`config.mk`:
```
export PLATFORM = sky130hd
export DESIGN_NAME = spi_slave_regs
export DESIGN_NICKNAME = d
export VERILOG_FILES = /design/src/rtl/spi_slave_regs.sv
export SDC_FILE = /design/constraint.sdc
export NUM_CORES = 1
export LEC_CHECK = 0
export CAP_MARGIN = 20
export CORE_MARGIN = 3
export CORE_UTILIZATION = 48
export DETAILED_ROUTE_END_ITERATION = 10
export GPL_ROUTABILITY_DRIVEN = 0
export PLACE_DENSITY = 0.77
export SYNTH_ARGS = -nofsm -noshare
export SYNTH_HDL_FRONTEND = slang
export SYNTH_SLANG_ARGS = --single-unit
```
`constraint.sdc`:
```
create_clock -name clk -period 3.3 [get_ports clk]
set_input_delay 0.825 -clock clk [delete_from_list [all_inputs] [get_ports clk]]
set_output_delay 0.825 -clock clk [all_outputs]
set_load 0.05 [all_outputs]
```
`src/rtl/spi_slave_regs.sv`:
```
// SPI slave with a framed read/write command word and an auto-incrementing register file.
// Define SPI_SLAVE_REGS_TRISTATE_EN to float MISO while the slave is deselected.
module spi_slave_regs #(
    parameter int WIDTH  = 8,
    parameter int ADDR_W = 4,
    parameter bit CPOL   = 1'b0,
    parameter bit CPHA   = 1'b0
) (
    input  logic                         clk,
    input  logic                         rst_n,
    input  logic                         SCK,
    input  logic                         MOSI,
    input  logic                         SSEL,
    output logic                         MISO,
    input  logic [WIDTH-1:0]             status_in,
    output logic [WIDTH*(2**ADDR_W)-1:0] regs_q,
    output logic                         wr_stb,
    output logic [ADDR_W-1:0]            wr_addr,
    output logic                         frame_done
);
    localparam int NREG  = 2 ** ADDR_W;
    localparam int CNT_W = $clog2(WIDTH);

    typedef enum logic [1:0] {IDLE, CMD, DATA} state_t;

    state_t            state, state_d;
    logic [2:0]        sck_sync, ssel_sync;
    logic [1:0]        mosi_sync;
    logic              warm, armed;
    logic [CNT_W-1:0]  bit_cnt;
    logic [WIDTH-2:0]  rx_sr;
    logic [WIDTH-1:0]  tx_sr, rx_word, rd_word, load_word;
    logic [ADDR_W-1:0] addr;
    logic              is_read;
    logic [7:0]        frame_cnt, frame_cnt_nxt;
    logic [WIDTH-1:0]  regs [NREG];
    logic sck_rise, sck_fall, sck_lead, sck_trail, ssel_fall, ssel_rise;
    logic sck_ok, sample_ev, shift_ev, bit_last, word_done, wr_commit;

    always_ff @(posedge clk or negedge rst_n) begin
        if (!rst_n) begin
            sck_sync  <= {3{CPOL}};
            ssel_sync <= 3'b111;
            mosi_sync <= 2'b00;
            warm      <= 1'b0;
            armed     <= 1'b0;
        end else begin
            sck_sync  <= {sck_sync[1:0], SCK};
            ssel_sync <= {ssel_sync[1:0], SSEL};
            mosi_sync <= {mosi_sync[0], MOSI};
            warm      <= 1'b1;
            // Frames start only after SSEL has been seen high, so a reset mid-frame ignores the tail.
            armed     <= armed | (warm & ssel_sync[0]);
        end
    end

    assign sck_rise      = sck_sync[1] & ~sck_sync[2];
    assign sck_fall      = ~sck_sync[1] & sck_sync[2];
    assign sck_lead      = CPOL ? sck_fall : sck_rise;
    assign sck_trail     = CPOL ? sck_rise : sck_fall;
    assign ssel_fall     = armed & ssel_sync[2] & ~ssel_sync[1];
    assign ssel_rise     = ~ssel_sync[2] & ssel_sync[1];
    assign sck_ok        = (state != IDLE) & ~ssel_fall & ~ssel_rise;
    assign sample_ev     = sck_ok & (CPHA ? sck_trail : sck_lead);
    assign shift_ev      = sck_ok & (CPHA ? sck_lead : sck_trail);
    assign bit_last      = (bit_cnt == CNT_W'(WIDTH - 1));
    assign word_done     = sample_ev & bit_last;
    assign rx_word       = {rx_sr, mosi_sync[1]};
    assign rd_word       = (addr == '0) ? status_in : regs[addr];
    assign wr_commit     = word_done & (state == DATA) & ~is_read & (addr != '0);
    assign frame_cnt_nxt = frame_cnt + 8'd1;

    always_ff @(posedge clk or negedge rst_n) begin
        if (!rst_n) state <= IDLE;
        else        state <= state_d;
    end

    always_comb begin
        // NOTE: every combinational output gets a default first so no path can infer a latch.
        state_d = state;
        if (ssel_rise)                        state_d = IDLE;
        else if (ssel_fall && state == IDLE)  state_d = CMD;
        else if (state == CMD && word_done)   state_d = DATA;
    end

    always_comb begin
        load_word = '0;
        case (state)
            CMD:     load_word = WIDTH'(frame_cnt);
            DATA:    if (is_read) load_word = rd_word;
            default: load_word = '0;
        endcase
    end

    always_ff @(posedge clk or negedge rst_n) begin
        if (!rst_n) begin
            bit_cnt    <= '0;
            rx_sr      <= '0;
            tx_sr      <= '0;
            addr       <= '0;
            is_read    <= 1'b0;
            frame_cnt  <= '0;
            frame_done <= 1'b0;
        end else begin
            frame_done <= ssel_rise & (state != IDLE);
            if (ssel_fall) begin
                frame_cnt <= frame_cnt_nxt;
                bit_cnt   <= '0;
                tx_sr     <= CPHA ? '0 : WIDTH'(frame_cnt_nxt);
            end else if (state == IDLE || ssel_rise) begin
                bit_cnt <= '0;
            end else begin
                if (sample_ev) begin
                    rx_sr   <= rx_word[WIDTH-2:0];
                    bit_cnt <= bit_last ? '0 : bit_cnt + 1'b1;
                    if (bit_last) begin
                        if (state == CMD) begin
                            is_read <= rx_word[WIDTH-1];
                            addr    <= rx_word[ADDR_W-1:0];
                        end else begin
                            addr <= addr + 1'b1;
                        end
                    end
                end
                // bit_cnt is zero on the first shift edge of each word: that edge loads, others shift.
                if (shift_ev) tx_sr <= (bit_cnt == '0) ? load_word : {tx_sr[WIDTH-2:0], 1'b0};
            end
        end
    end

    always_ff @(posedge clk or negedge rst_n) begin
        if (!rst_n) begin
            // NOTE: the register file is reset because its contents drive fabric controls directly.
            for (int i = 0; i < NREG; i++) regs[i] <= '0;
            wr_stb  <= 1'b0;
            wr_addr <= '0;
        end else begin
            wr_stb <= wr_commit;
            if (wr_commit) begin
                regs[addr] <= rx_word;
                wr_addr    <= addr;
            end
        end
    end

    always_comb begin
        for (int i = 0; i < NREG; i++) regs_q[i*WIDTH +: WIDTH] = regs[i];
    end

`ifdef SPI_SLAVE_REGS_TRISTATE_EN
    assign MISO = ssel_sync[2] ? 1'bz : tx_sr[WIDTH-1];
`else
    assign MISO = ssel_sync[2] ? 1'b0 : tx_sr[WIDTH-1];
`endif

endmodule

```
After elaboration in Yosys (flattened, before gate mapping)
Cells that the tools add are included.
- bits in registers: 177
- output and inout bits: 135
- word-level logic and storage cells: 103
- $add $sub $neg: 3
- magnitude comparators: 2
- equal/unequal tests: 4
- multiplexer cells: 22
- bitwise logic cells: 25
- reductions and logical operators: 16
- operator list (kind ; number):
    $bwmux 128 ; 1
    $mux 8 ; 9
    $bmux 8 s4 ; 1
    $demux 8 s4 ; 1
    $pmux 8 s2 ; 1
    $and 1x1->1 ; 15
    $mux 3 ; 4
    $add 8x1->8 const B ; 1
    $not 1->1 ; 8
    $mux 2 ; 3
    $reduce_bool 3->1 ; 2
    $ge 5x5->1 const B ; 1
    $lt 5x1->1 const B ; 1
    $not 4->5 ; 1
    $reduce_and 5->1 ; 1
    $add 4x1->4 const B ; 1
    $logic_not 4->1 ; 1
    $mux 4 ; 1
    $reduce_and 4->1 ; 1
    $reduce_bool 2->1 ; 2
    $reduce_bool 4->1 ; 1
    $add 3x1->3 const B ; 1
    $eq 3x3->1 const B ; 1
    $logic_and 1x1->1 ; 3
    10 further kinds ; 10

Logic depth before layout (Yosys ltp)
- depth after elaboration: 11
- gate-level depth with buffers: 12
- gate-level depth less buffers: 7

Worst setup path before layout
Ideal clock, no wire load.
- kind: register to register
- from: register addr[0]
- to: register regs (netlist bit regs_q[100])
- library setup time: 0.125 ns
- arrival: 3.335 ns
- required time: 3.175 ns
- slack: -0.159 ns
- stages on the path, launching flop included: 13
- period minus slack after synthesis: 3.459 ns
- cells stage by stage: dfrtp_1 > buf_2 > buf_2 > buf_2 > buf_2 > inv_1 > ha_1 > or3b_2 > clkbuf_1 > nand4b_4 > buf_6 > nor3_4 > mux2_2
- word-level cells in the longest chain between the ends: 6
- elaborated cells between the ends (all ways): 9
- ends and longest elaborated chain (item ; line ; source):
    start, declared ; 33 ; logic [ADDR_W-1:0] addr;
    start signal, assigned ; 119 ; addr <= rx_word[ADDR_W-1:0];
    start signal, assigned ; 121 ; addr <= addr + 1'b1;
    $not 4->5 (not written as such) ; 140 ; regs[addr] <= rx_word;
    $ge 5x5->1 (not written as such) or $lt 5x1->1 (tied branches) ; 140 ;
    $logic_and 1x1->1 (not written as such) ; 140 ;
    $mux 8 (not written as such) ; 140 ;
    $demux 8 s4 ; 140 ;
    $bwmux 128 ; 140 ;
    end signal, assigned by index ; 140 ;
    end, declared ; 36 ; logic [WIDTH-1:0] regs [NREG];
Parallel ways exist; a longest one is shown, timed or not.
A chain may end at the register's enable or synchronous reset.

Worst setup path after layout
- from: register addr[0]
- to: register tx_sr[6]
- word-level cells in the longest chain between the ends: 11
- elaborated cells between the ends (all ways): 12
- ends and longest elaborated chain (item ; line ; source):
    $not 4->5 (not written as such) ; 69 ; assign rd_word = (addr == '0) ? status_in : regs[addr];
    $bmux 8 s4 ; 69 ;
    $mux 8 (not written as such) (2 in series) ; 69 ;
    $mux 8 (*) ; 69 ;
    $mux 8 (*) ; 90 ; DATA: if (is_read) load_word = rd_word;
    $pmux 8 s2 (*) ; 88 ; case (state)
    $mux 8 (*) (2 in series) ; 126 ; if (shift_ev) tx_sr <= (bit_cnt == '0) ? load_word : {tx_sr[WIDTH-2:0], 1'b0};
    $mux 8 (*) ; 110 ; end else if (state == IDLE || ssel_rise) begin
    $mux 8 (*) ; 106 ; if (ssel_fall) begin
    end signal, assigned ; 109 ; tx_sr <= CPHA ? '0 : WIDTH'(frame_cnt_nxt);
    end signal, assigned ; 126 ;
    end, declared ; 32 ; logic [WIDTH-1:0] tx_sr, rx_word, rd_word, load_word;
Every way passes the cells marked *; elsewhere a longest branch is shown, timed or not. The select of a mux whose other input is x is not followed.

==> impl_metrics.json <==
{
  "status": "finished, final reports clean",
  "grt_max_degree": 66,
  "cts_setup_buffers": 0,
  "n_antenna_cell": 0,
  "synth-simple-area-share_pct": 10.09,
  "dp_hpwl_mm": 16.69,
  "fin_area_mm2": 0.01072,
  "cts_tree": "yes",
  "rows": 47,
  "routed_wl_mm": 23.86,
  "synthAdderAreaFrac_pct": 1.635,
  "vias_per_cell": 5.998,
  "synth_nets": 658,
  "synth_edf_count": 0,
  "wire_per_inst_um": 23.67,
  "firstDrtPassIters": 7,
  "clock_latency_ps": 430,
  "rsz0062_at_grt": "no",
  "grt_pass1_vias": 6413,
  "maxUsedRoutingLayer": "met4",
  "synth-compound-area-share_pct": 5.679,
  "cts_max_path_buffers": 2,
  "worst_setup_path_start_kind": "register",
  "drt-met1-wl_mm": 10.08,
  "async_reset_ff_share_pct": 100.0,
  "die_w_um": 138.4,
  "drt_iter0_drc": 555,
  "synthesis.area_mm2": 0.008417,
  "antenna_found_initial": 0,
  "fillers": 1229,
  "cp-end-kind": "register",
  "final_max_slew_viol_count": 0,
  "holdWs_ps": 349.7,
  "hold_violations": 0,
  "final_util_pct": 63.50,
  "finalCritPeriodShare_pct": 91.45,
  "port_buffers": 147,
  "synth_top_family_by_area": "multiplexers",
  "grt_usage_pct": 25.17,
  "cts_sinks": 177,
  "ir_drop_mv": 0.4742,
  "root_buffer": "clkbuf_16",
  "synth_xor_area_share_pct": 1.353,
  "finalClockSkew_ps": 13.59,
  "die_h_um": 138.4,
  "postSynthCellCount": 634,
  "reg2reg_depth": 6,
  "final_nets": 799,
  "endpoint": "tx_sr[6]",
  "slew_headroom_pct": 36.60,
  "critPathKind": "reg -> reg",
  "fin_cells": 1008,
  "r2r_end": "tx_sr[6]",
  "r2r_start": "addr[0]",
  "initial_core_util_pct": 49.87,
  "place_inst": 976,
  "post-route-min-period_ps": 3018,
  "ant_nets": 0,
  "cts_resized": 0,
  "setup_viol": 0,
  "fmax_mhz": 331.4,
  "place_area_mm2": 0.01014,
  "max_cap_viol_count": 0,
  "p_leak_nw": 4.794,
  "dp_slack_ps": 131.2,
  "layout-drive-gt1-share_pct": 28.17,
  "avgSynthCellArea_um2": 13.28,
  "hold_buffers": 0,
  "route.met3.wl_mm": 1.694,
  "ys.warnings.count": 0,
  "setup_tns_ps": 0,
  "hold_depth": 0,
  "core_area_mm2": 0.01688,
  "htreeDepth": 4,
  "tightestPinTransition_ps": 927.1,
  "syn_to_final_growth_pct": 27.34,
  "synthFlopType": "dfrtp_1",
  "crit_start": "addr[0]",
  "grt_pass1_wl_mm": 37.71,
  "hold_class": "reg -> reg",
  "ys_seq_area_share_pct": 52.67,
  "die-area_mm2": 0.01916,
  "synth-seq-cells": 177,
  "wl_met2_mm": 11.39,
  "finalPower_mw": 4.774,
  "final_common_cell": "dfrtp_1",
  "numCtsBuffers": 17,
  "power.density_mw_per_mm2": 445.4,
  "worstPathMaxFanout": 51,
  "io_pins": 148,
  "vias": 6046,
  "worstPathRequired_ps": 3620,
  "setup_ws_ps": 282.2,
  "clk_pin_slew_worst_paths_ps": 70,
  "final_cell_mix": "dfrtp_1 (173), clkdlybuf4s50_1 (146), mux2_2 (125), nand2_1 (57), mux2i_1 (29)",
  "muxShareOfSynthArea_pct": 26.06,
  "arrival_ps": 3340,
  "rrSetupSlack_ps": 280,
  "drc": 0,
  "grt.overflow.total": 0,
  "ys_types": 54
}
routing by layer:
| metal | global-route usage, % | vias to the layer above |
|---|---|---|
| met1 | 34.15 | 3094 |
| li1 | - | 2604 |
| met5 | 0 | - |
| met4 | 8.788 | 0 |
| met2 | 40.16 | 302 |
| met3 | 5.905 | 46 |
synthesized netlist by cell type, types with 3 or more instances:
cell type / instances / share of area, %
dfrtp_1: 174 / 52
mux2_2: 125 / 17
nand2_1: 57 / 2.5
mux2i_1: 29 / 3.4
clkbuf_1: 28 / 1.2
mux4_2: 22 / 5.9
nor2_1: 21 / 0.94
o21ai_0: 13 / 0.77
ha_1: 11 / 1.6
a21oi_1: 10 / 0.59
nor3_4: 10 / 1.9
nor3_1: 9 / 0.54
inv_1: 8 / 0.36
xnor2_1: 8 / 0.83
buf_1: 7 / 0.31
buf_2: 7 / 0.42
nand3_1: 6 / 0.36
a221oi_1: 5 / 0.52
nand2b_1: 5 / 0.37
o21bai_1: 5 / 0.45
o22ai_1: 5 / 0.37
xor2_1: 5 / 0.52
nand3b_1: 4 / 0.36
nor2b_1: 4 / 0.30
nor4_4: 4 / 1.0
o32ai_1: 4 / 0.42
a211oi_1: 3 / 0.27
a22o_1: 3 / 0.31
a22oi_1: 3 / 0.27
dfstp_2: 3 / 0.94
o311ai_0: 3 / 0.31
area by class of cell:
| type | count | area, um2 | share of cell area (%) |
|---|---|---|---|
| Clock buffer | 19 | 432.9 | 4.039 |
| Sequential cell | 177 | 4434 | 41.37 |
| Tap cell | 220 | 275.3 | 2.568 |
| Clock inverter | 13 | 145.1 | 1.354 |
| Inverter | 8 | 30.03 | 0.2802 |
| Multi-Input combinational cell | 406 | 3776 | 35.23 |
| Timing Repair Buffer | 165 | 1624 | 15.15 |
critical path, stage by stage (launching register included):
cell	delay, ps
dfrtp_2	370
buf_6	530
mux4_2	640
o21a_1	220
a2111oi_0	740
o21ai_0	220
o221a_2	160
flip-flops by register name, indices dropped and copies added, names as in the netlist, 2 cells and up:
name       flops
addr           4
bit_cnt        3
frame_cnt      8
mosi_sync      2
regs_q       128
rx_sr          7
sck_sync       3
ssel_sync      3
state          2
tx_sr          8
wr_addr        4
logic make-up after synthesis:
| kind of cell | after synthesis |
|---|---|
| DFF | 177 |
| other | 1 |
| buffers and inverters | 51 |
| AOI/OAI and AO/OA | 68 |
| and+or+nand+nor | 137 |
| adders and majority gates | 11 |
| xor gates and xnor gates | 13 |
| muxes | 176 |
where the power goes:
part,switching [mW],internal [mW],total (mW)
Sequential,0.203,2.26,2.46
Clock,0.916,1.07,1.99
Combinational,0.191,0.134,0.325
Total,1.31,3.46,4.77
worst min-delay path by stage:
stage / from / to / slack (ps)
floorplan: mosi_sync[0] / mosi_sync[1] / 330
global placement: mosi_sync[0] / mosi_sync[1] / 340
detailed placement: mosi_sync[0] / mosi_sync[1] / 340
CTS: sck_sync[0] / sck_sync[1] / 350
global route: sck_sync[0] / sck_sync[1] / 360
finish: sck_sync[0] / sck_sync[1] / 350
No activity file was read; power rests on OpenSTA's default activity.
